`config.mk`:
```
export PLATFORM = sky130hd
export DESIGN_NAME = key_led_ctrl
export DESIGN_NICKNAME = d
export VERILOG_FILES = /design/src/rtl/key_led_ctrl.sv
export SDC_FILE = /design/constraint.sdc
export NUM_CORES = 1
export LEC_CHECK = 0
export ABC_AREA = 1
export CORE_AREA = 5 5 89 91
export CTS_BUF_LIST = sky130_fd_sc_hd__clkbuf_16
export DETAILED_ROUTE_END_ITERATION = 7
export DIE_AREA = 0 0 94 96
export GPL_TIMING_DRIVEN = 0
export MAX_ROUTING_LAYER = met4
export RECOVER_POWER = 25
export SLEW_MARGIN = 20
export SYNTH_ARGS = -nofsm -noshare
export SYNTH_HDL_FRONTEND = slang
export SYNTH_SLANG_ARGS = --single-unit
```
`constraint.sdc`:
```
create_clock -name clk -period 1.6 [get_ports clk]
set_clock_uncertainty 0.2 [all_clocks]
set_input_delay 0.48 -clock clk [delete_from_list [all_inputs] [get_ports clk]]
set_output_delay 0.48 -clock clk [all_outputs]
set_load 0.005 [all_outputs]
```
`src/rtl/key_led_ctrl.sv`:
```
// Debounced push-button mode controller: OFF -> ON -> SLOW blink -> FAST blink.
// Optional long-press-to-OFF is enabled by defining KEY_LED_LONGPRESS_EN.
module key_led_ctrl #(
    parameter int DEBOUNCE_CYCLES = 1_000_000,
    parameter int SLOW_DIV        = 25_000_000,
    parameter int FAST_DIV        = 6_250_000,
    parameter int LONG_CYCLES     = 100_000_000
) (
    input  logic       clk,
    input  logic       rst_n,
    input  logic       key,
    output logic       led,
    output logic [1:0] mode,
    output logic       press_pulse
);

    localparam int DB_W    = (DEBOUNCE_CYCLES > 1) ? $clog2(DEBOUNCE_CYCLES) : 1;
    localparam int DIV_MAX = (SLOW_DIV > FAST_DIV) ? SLOW_DIV : FAST_DIV;
    localparam int BL_W    = (DIV_MAX > 1) ? $clog2(DIV_MAX) : 1;

    localparam logic [DB_W-1:0] DB_LAST   = DB_W'(DEBOUNCE_CYCLES - 1);
    localparam logic [BL_W-1:0] SLOW_LAST = BL_W'(SLOW_DIV - 1);
    localparam logic [BL_W-1:0] FAST_LAST = BL_W'(FAST_DIV - 1);

    typedef enum logic [1:0] {
        M_OFF  = 2'd0,
        M_ON   = 2'd1,
        M_SLOW = 2'd2,
        M_FAST = 2'd3
    } mode_t;

    logic            sync1_q, sync2_q;
    logic            level_q, level_d;
    logic            pulse_q, pulse_d;
    logic [DB_W-1:0] db_cnt_q, db_cnt_d;
    mode_t           mode_q;
    logic [BL_W-1:0] pre_q;
    logic [BL_W-1:0] div_last;
    logic            phase_q;
    logic            led_q;
    logic            long_fire;

    always_ff @(posedge clk) begin
        if (!rst_n) begin
            sync1_q <= 1'b1;
            sync2_q <= 1'b1;
        end else begin
            sync1_q <= key;
            sync2_q <= sync1_q;
        end
    end

    // Any cycle where the synchronized key agrees with the accepted level restarts the count.
    always_comb begin
        level_d  = level_q;
        db_cnt_d = '0;
        if (sync2_q != level_q) begin
            if (db_cnt_q == DB_LAST) begin
                level_d = sync2_q;
            end else begin
                db_cnt_d = db_cnt_q + DB_W'(1);
            end
        end
        pulse_d = level_q & ~level_d;
    end

    always_ff @(posedge clk) begin
        if (!rst_n) begin
            level_q  <= 1'b1;
            db_cnt_q <= '0;
            pulse_q  <= 1'b0;
        end else begin
            level_q  <= level_d;
            db_cnt_q <= db_cnt_d;
            pulse_q  <= pulse_d;
        end
    end

`ifdef KEY_LED_LONGPRESS_EN
    localparam int LG_W = (LONG_CYCLES > 1) ? $clog2(LONG_CYCLES) : 1;
    localparam logic [LG_W-1:0] LONG_LAST = LG_W'(LONG_CYCLES - 1);

    logic [LG_W-1:0] hold_q;
    logic            hold_done_q;

    // hold_done_q keeps a long hold from firing more than once before release.
    assign long_fire = ~level_q & ~hold_done_q & (hold_q == LONG_LAST);

    always_ff @(posedge clk) begin
        if (!rst_n || level_q) begin
            hold_q      <= '0;
            hold_done_q <= 1'b0;
        end else if (long_fire) begin
            hold_done_q <= 1'b1;
        end else if (hold_q != LONG_LAST) begin
            hold_q <= hold_q + LG_W'(1);
        end
    end
`else
    logic unused_long_cfg;
    assign unused_long_cfg = (LONG_CYCLES > 0);
    assign long_fire       = 1'b0;
`endif

    always_comb begin
        div_last = (mode_q == M_SLOW) ? SLOW_LAST : FAST_LAST;
    end

    always_ff @(posedge clk) begin
        if (!rst_n) begin
            mode_q  <= M_OFF;
            pre_q   <= '0;
            phase_q <= 1'b0;
            led_q   <= 1'b0;
        end else begin
            if (long_fire && mode_q != M_OFF) begin
                mode_q  <= M_OFF;
                pre_q   <= '0;
                phase_q <= 1'b1;
            end else if (pulse_q) begin
                mode_q  <= mode_t'(mode_q + 2'd1);
                pre_q   <= '0;
                phase_q <= 1'b1;
            end else if (mode_q == M_SLOW || mode_q == M_FAST) begin
                if (pre_q == div_last) begin
                    pre_q   <= '0;
                    phase_q <= ~phase_q;
                end else begin
                    pre_q <= pre_q + BL_W'(1);
                end
            end else begin
                pre_q   <= '0;
                phase_q <= 1'b0;
            end

            case (mode_q)
                M_OFF:   led_q <= 1'b0;
                M_ON:    led_q <= 1'b1;
                default: led_q <= phase_q;
            endcase
        end
    end

    assign led         = led_q;
    assign mode        = mode_q;
    assign press_pulse = pulse_q;

endmodule

```
==> summary by stage <==
Clock tree
The cell sitting at the root of the clock tree is a clkbuf_16. The number of clock sinks is between 50 and 60. At the later pin of the worst-skew pair, clock insertion delay measures 290 ps. Clock tree synthesis inserted a total of 5 buffers. The TritonCTS clock tree is built.

No sink is reached through more buffers than the 2 on the longest clock path. The hold buffer count at cts is 0. Clock-pin slew was measured on the worst setup and hold paths at 70 ps. The H-tree generated during clock tree synthesis spans 2 levels.

Pwr
The completed layout was analyzed and its total power is approximately 2.6 mW. For this design the ratio of total power to cell area is just under 700 nW/µm². The leakage power summed over all cells is 1.265 nW. The worst vdd rail ir drop is 0.4085 mV.

Logic synthesis
Averaged over all synthesized cells, the footprint is 6.640 µm². Of the total synthesized cell area, the portion taken by XOR and XNOR cells is 0.06135. In the post-synthesis netlist, the biggest area contributors are dfxtp_1 37%, nand2_1 15%, nor2_1 12%. By count the netlist is led by 111 x nand2_1, 90 x nor2_1, 53 x dfxtp_1.

The synthesized area is between 2000 and 3000 µm². Yosys instantiated no cell more often than nand2_1. The async set-or-reset flop fraction in the synthesized netlist is 0. The number of instances in the synthesized netlist is 430.

The library cell with the largest summed area after synthesis is dfxtp_1. The number of enable-type register cells in the synthesized netlist is 0. The post-synthesis adder-cell area fraction is 0.01753. Of the synthesized area, sequential elements account for 0.3716. The largest family of logic cells by synthesized area is simple AND/OR/NAND/NOR gates. Counting flops and latches in the post-synthesis netlist gives 53. The share of synthesized area in the top cell type comes to 0.3716.

The synthesized net count is approximately 440. The total of warnings raised by yosys is 0. The count of different cell masters after synthesis is 28. The most used flip-flop cell after synthesis is dfxtp_1. The post-synthesis compound-gate area fraction is 0.04645. The portion of synthesized area spent on multiplexers is 0. The fraction of the mapped netlist area in simple logic gates is 0.4202.

Worst setup path
The kind of end point of the critical path is a flop. In this run the register-to-register setup slack is -90 ps. In this run the critical register-to-register path is launched from pre_q[1].

The data required time at the worst endpoint is 1580 ps. The depth of the most critical reg-to-reg path is 8. In this run the critical register-to-register path is captured at pre_q[4]. The maximum cell stage delay along the critical path is 380 ps. The type of origin of the critical path is a flop. Walking the worst path, the cells encountered are ha_4 > nand2_1 > nor3_4 > nand3_4 > nand2_4 > buf_12 > buf_8 > nor2_1. In this run the worst path has a maximum fanout of 5.

The slowest stage of the critical path belongs to the cell dfxtp_4. The critical path in this run is classified as reg -> reg. The critical path data arrival time is 1680 ps.

Floorplanning
Pin placement for this block handled 7 I/O pins. The area of the placeable core is roughly 7100 µm². The effective utilization at floorplan is 0.4045.

The die width is 94 µm. The floorplan step defined a die boundary enclosing 9024 µm². The vertical die dimension is 96 µm. The number of core rows is 31.

STA
The worst slew margin relative to its limit is 0.8119. Of the available clock period, the critical path in the final layout requires 1.059. The number of endpoints with negative hold slack in the final report is 0. The achievable clock frequency is between 500 and 600 MHz. The minimum period implied by the final worst setup slack is about 1700 ps. The final number of max-transition violations is 0. In the post-route analysis, the smallest setup slack over all paths is -94.56 ps. Setup repair after global routing could not meet its margin everywhere. The number of failing setup endpoints in the final timing report is 35. For the pin with the worst max-slew slack, the measured transition is around 280 ps.

Outcome
The run finished, with violations left. The final reports fail on setup timing.

Hold path
The startpoint identified for the worst hold timing path is sync1_q. The path class of the lowest-slack min-delay path is reg -> reg. Counting instances, the worst hold path has a depth of 1. The worst hold path terminates at sync2_q.

Detailed routing
The per-cell via count in the routed design is approximately 4.8. The total routed wirelength is 6892 µm. The antenna violation net count after detailed routing is 0.

The violation count after the first detailed-routing iteration is 78. Summed over all nets, wire length on met2 after detailed routing comes to 3628 µm. The detailed-route via count is 2683. Routed signal wires occupy layers up through met4. After detailed routing, the wire length on met1 is approximately 2900 µm. The final routed DRC violation total is 0. The first detailed-routing pass ran for 4 iterations. Dividing the detail-routed wire length by the instance count gives 12.24 µm. After detailed routing, the met3 layer carries 185 µm of wire.

Flow run
Max-cap violations in this run came to 0.

Finish
The final instance area is 3782 µm². Relative to the synthesized area, the layout overhead comes to 32.47%. After the last flow step, the layout net total stands at 470.

In the final layout, the share of cells above drive strength 1 is 0.3017. After filler insertion, the fill cell instance count of the layout stands at 697. The number of antenna diodes in the final layout is 0.

Place
The congestion estimate from routability-driven global placement came to 0.9043. Once detailed placement completed, the half-perimeter wirelength came to 4691 µm. The post-detailed-placement cell area is about 3100 µm². In this run the tool buffered the top-level ports with 6 buffer cells.

Global routing
The total overflow left after global routing is 0. Entering global routing, the biggest net connects 18 pins. The wire length of the first global-routing pass is around 11000 µm. The number of antenna violations at the first check in global routing is 0. The number of global-route vias before repair was around 2600. The total track usage is 0.1634.
[power by group]
| part | internal [mW] | switching [mW] | total [mW] | leakage [nW] |
|---|---|---|---|---|
| registers | 1.31 | 0.00276 | 1.32 | 0.439 |
| logic | 0.0157 | 0.0159 | 0.0316 | 0.746 |
| clock network | 0.741 | 0.484 | 1.23 | 0.0800 |
| total | 2.07 | 0.503 | 2.57 | 1.27 |
[cell type report]
| cell class | count | area [µm²] | share of cell area |
|---|---|---|---|
| sequential | 53 | 1099 | 0.2904 |
| timing repair buffer | 26 | 296.5 | 0.07840 |
| tap | 99 | 123.9 | 0.03275 |
| multi-input combinational | 319 | 1829 | 0.4836 |
| clock buffer | 5 | 125.1 | 0.03308 |
| inverter | 54 | 202.7 | 0.05359 |
| clock inverter | 3 | 46.29 | 0.01224 |
| buffer | 4 | 60.06 | 0.01588 |
[timing repair]
item | 4_1_cts | 5_1_grt
endpoints found under the setup margin | 52 | 46
gates resized for setup | 50 | 70
pin swaps | 21 | 7
cloned | 2 | 2
setup buffers | 13 | 3
[metal layers]
metal | vias up | GRT usage
li1 | 1408 | -
met1 | 1227 | 0.1777
met2 | 36 | 0.2951
met3 | 12 | 0.03206
met4 | 0 | 0.06137
met5 | - | -
[kinds of logic after synthesis]
family / Yosys count
fa+ha+maj: 4
compound gates: 24
buf+inv: 58
flops: 53
simple gates: 271
xor+xnor: 20
[flip-flops by register name, indices dropped and copies added (netlist names)]
name,flops
pre_q,25
db_cnt_q,20
mode,2
led,1
level_q,1
phase_q,1
press_pulse,1
sync1_q,1
sync2_q,1
[cell usage in the layout, fill, tap and decap left out, types with 2 or more instances in the layout]
cell and instances:
a21oi_1 8, a21oi_2 5, buf_12 2, buf_4 11
buf_6 3, buf_8 5, clkbuf_16 7, dfxtp_1 33
dfxtp_2 15, dfxtp_4 5, dlygate4sd2_1 2, ha_4 3
inv_1 49, inv_2 5, nand2_1 103, nand2_2 8
nand2_4 4, nand3_1 21, nand3_2 3, nand3_4 3
nand3b_1 3, nand4_1 9, nor2_1 56, nor2_2 36
nor2_4 8, nor3_1 7, nor3_2 3, nor3_4 3
o21ai_0 8, or2_2 2, xnor2_1 5, xor2_1 15
[critical path, delay by kind of cell, from the launching register on]
kind,cells,cell delay (ps)
simple gates,5,600
fa+ha+maj,1,160
buf+inv,2,250
flops,1,380
[through the flow]
stage	utilization	setup slack, ps	std cells	TNS (ps)	hold slack (ps)
2_1_floorplan	-	2.859	430	0	192.5
3_3_place_gp	0.4321	-632.2	535	-22520	196.6
3_5_place_dp	0.4321	-646.4	535	-23140	209.1
4_1_cts	0.4963	-100.4	558	-1947	226.4
5_1_grt	0.5358	-183.5	563	-4909	238.4
6_report	0.5358	-94.56	563	-1911	223.1
[how the worst max path moves through the flow]
stage,to,depth (start not counted),from
floorplan,pre_q[19],11,mode[0]
global placement,pre_q[21],6,rst_n
detailed placement,pre_q[21],6,rst_n
CTS,pre_q[21],12,mode[0]
global route,pre_q[11],9,pre_q[11]
finish,pre_q[4],8,pre_q[1]
No activity file was read; power rests on OpenSTA's default activity.
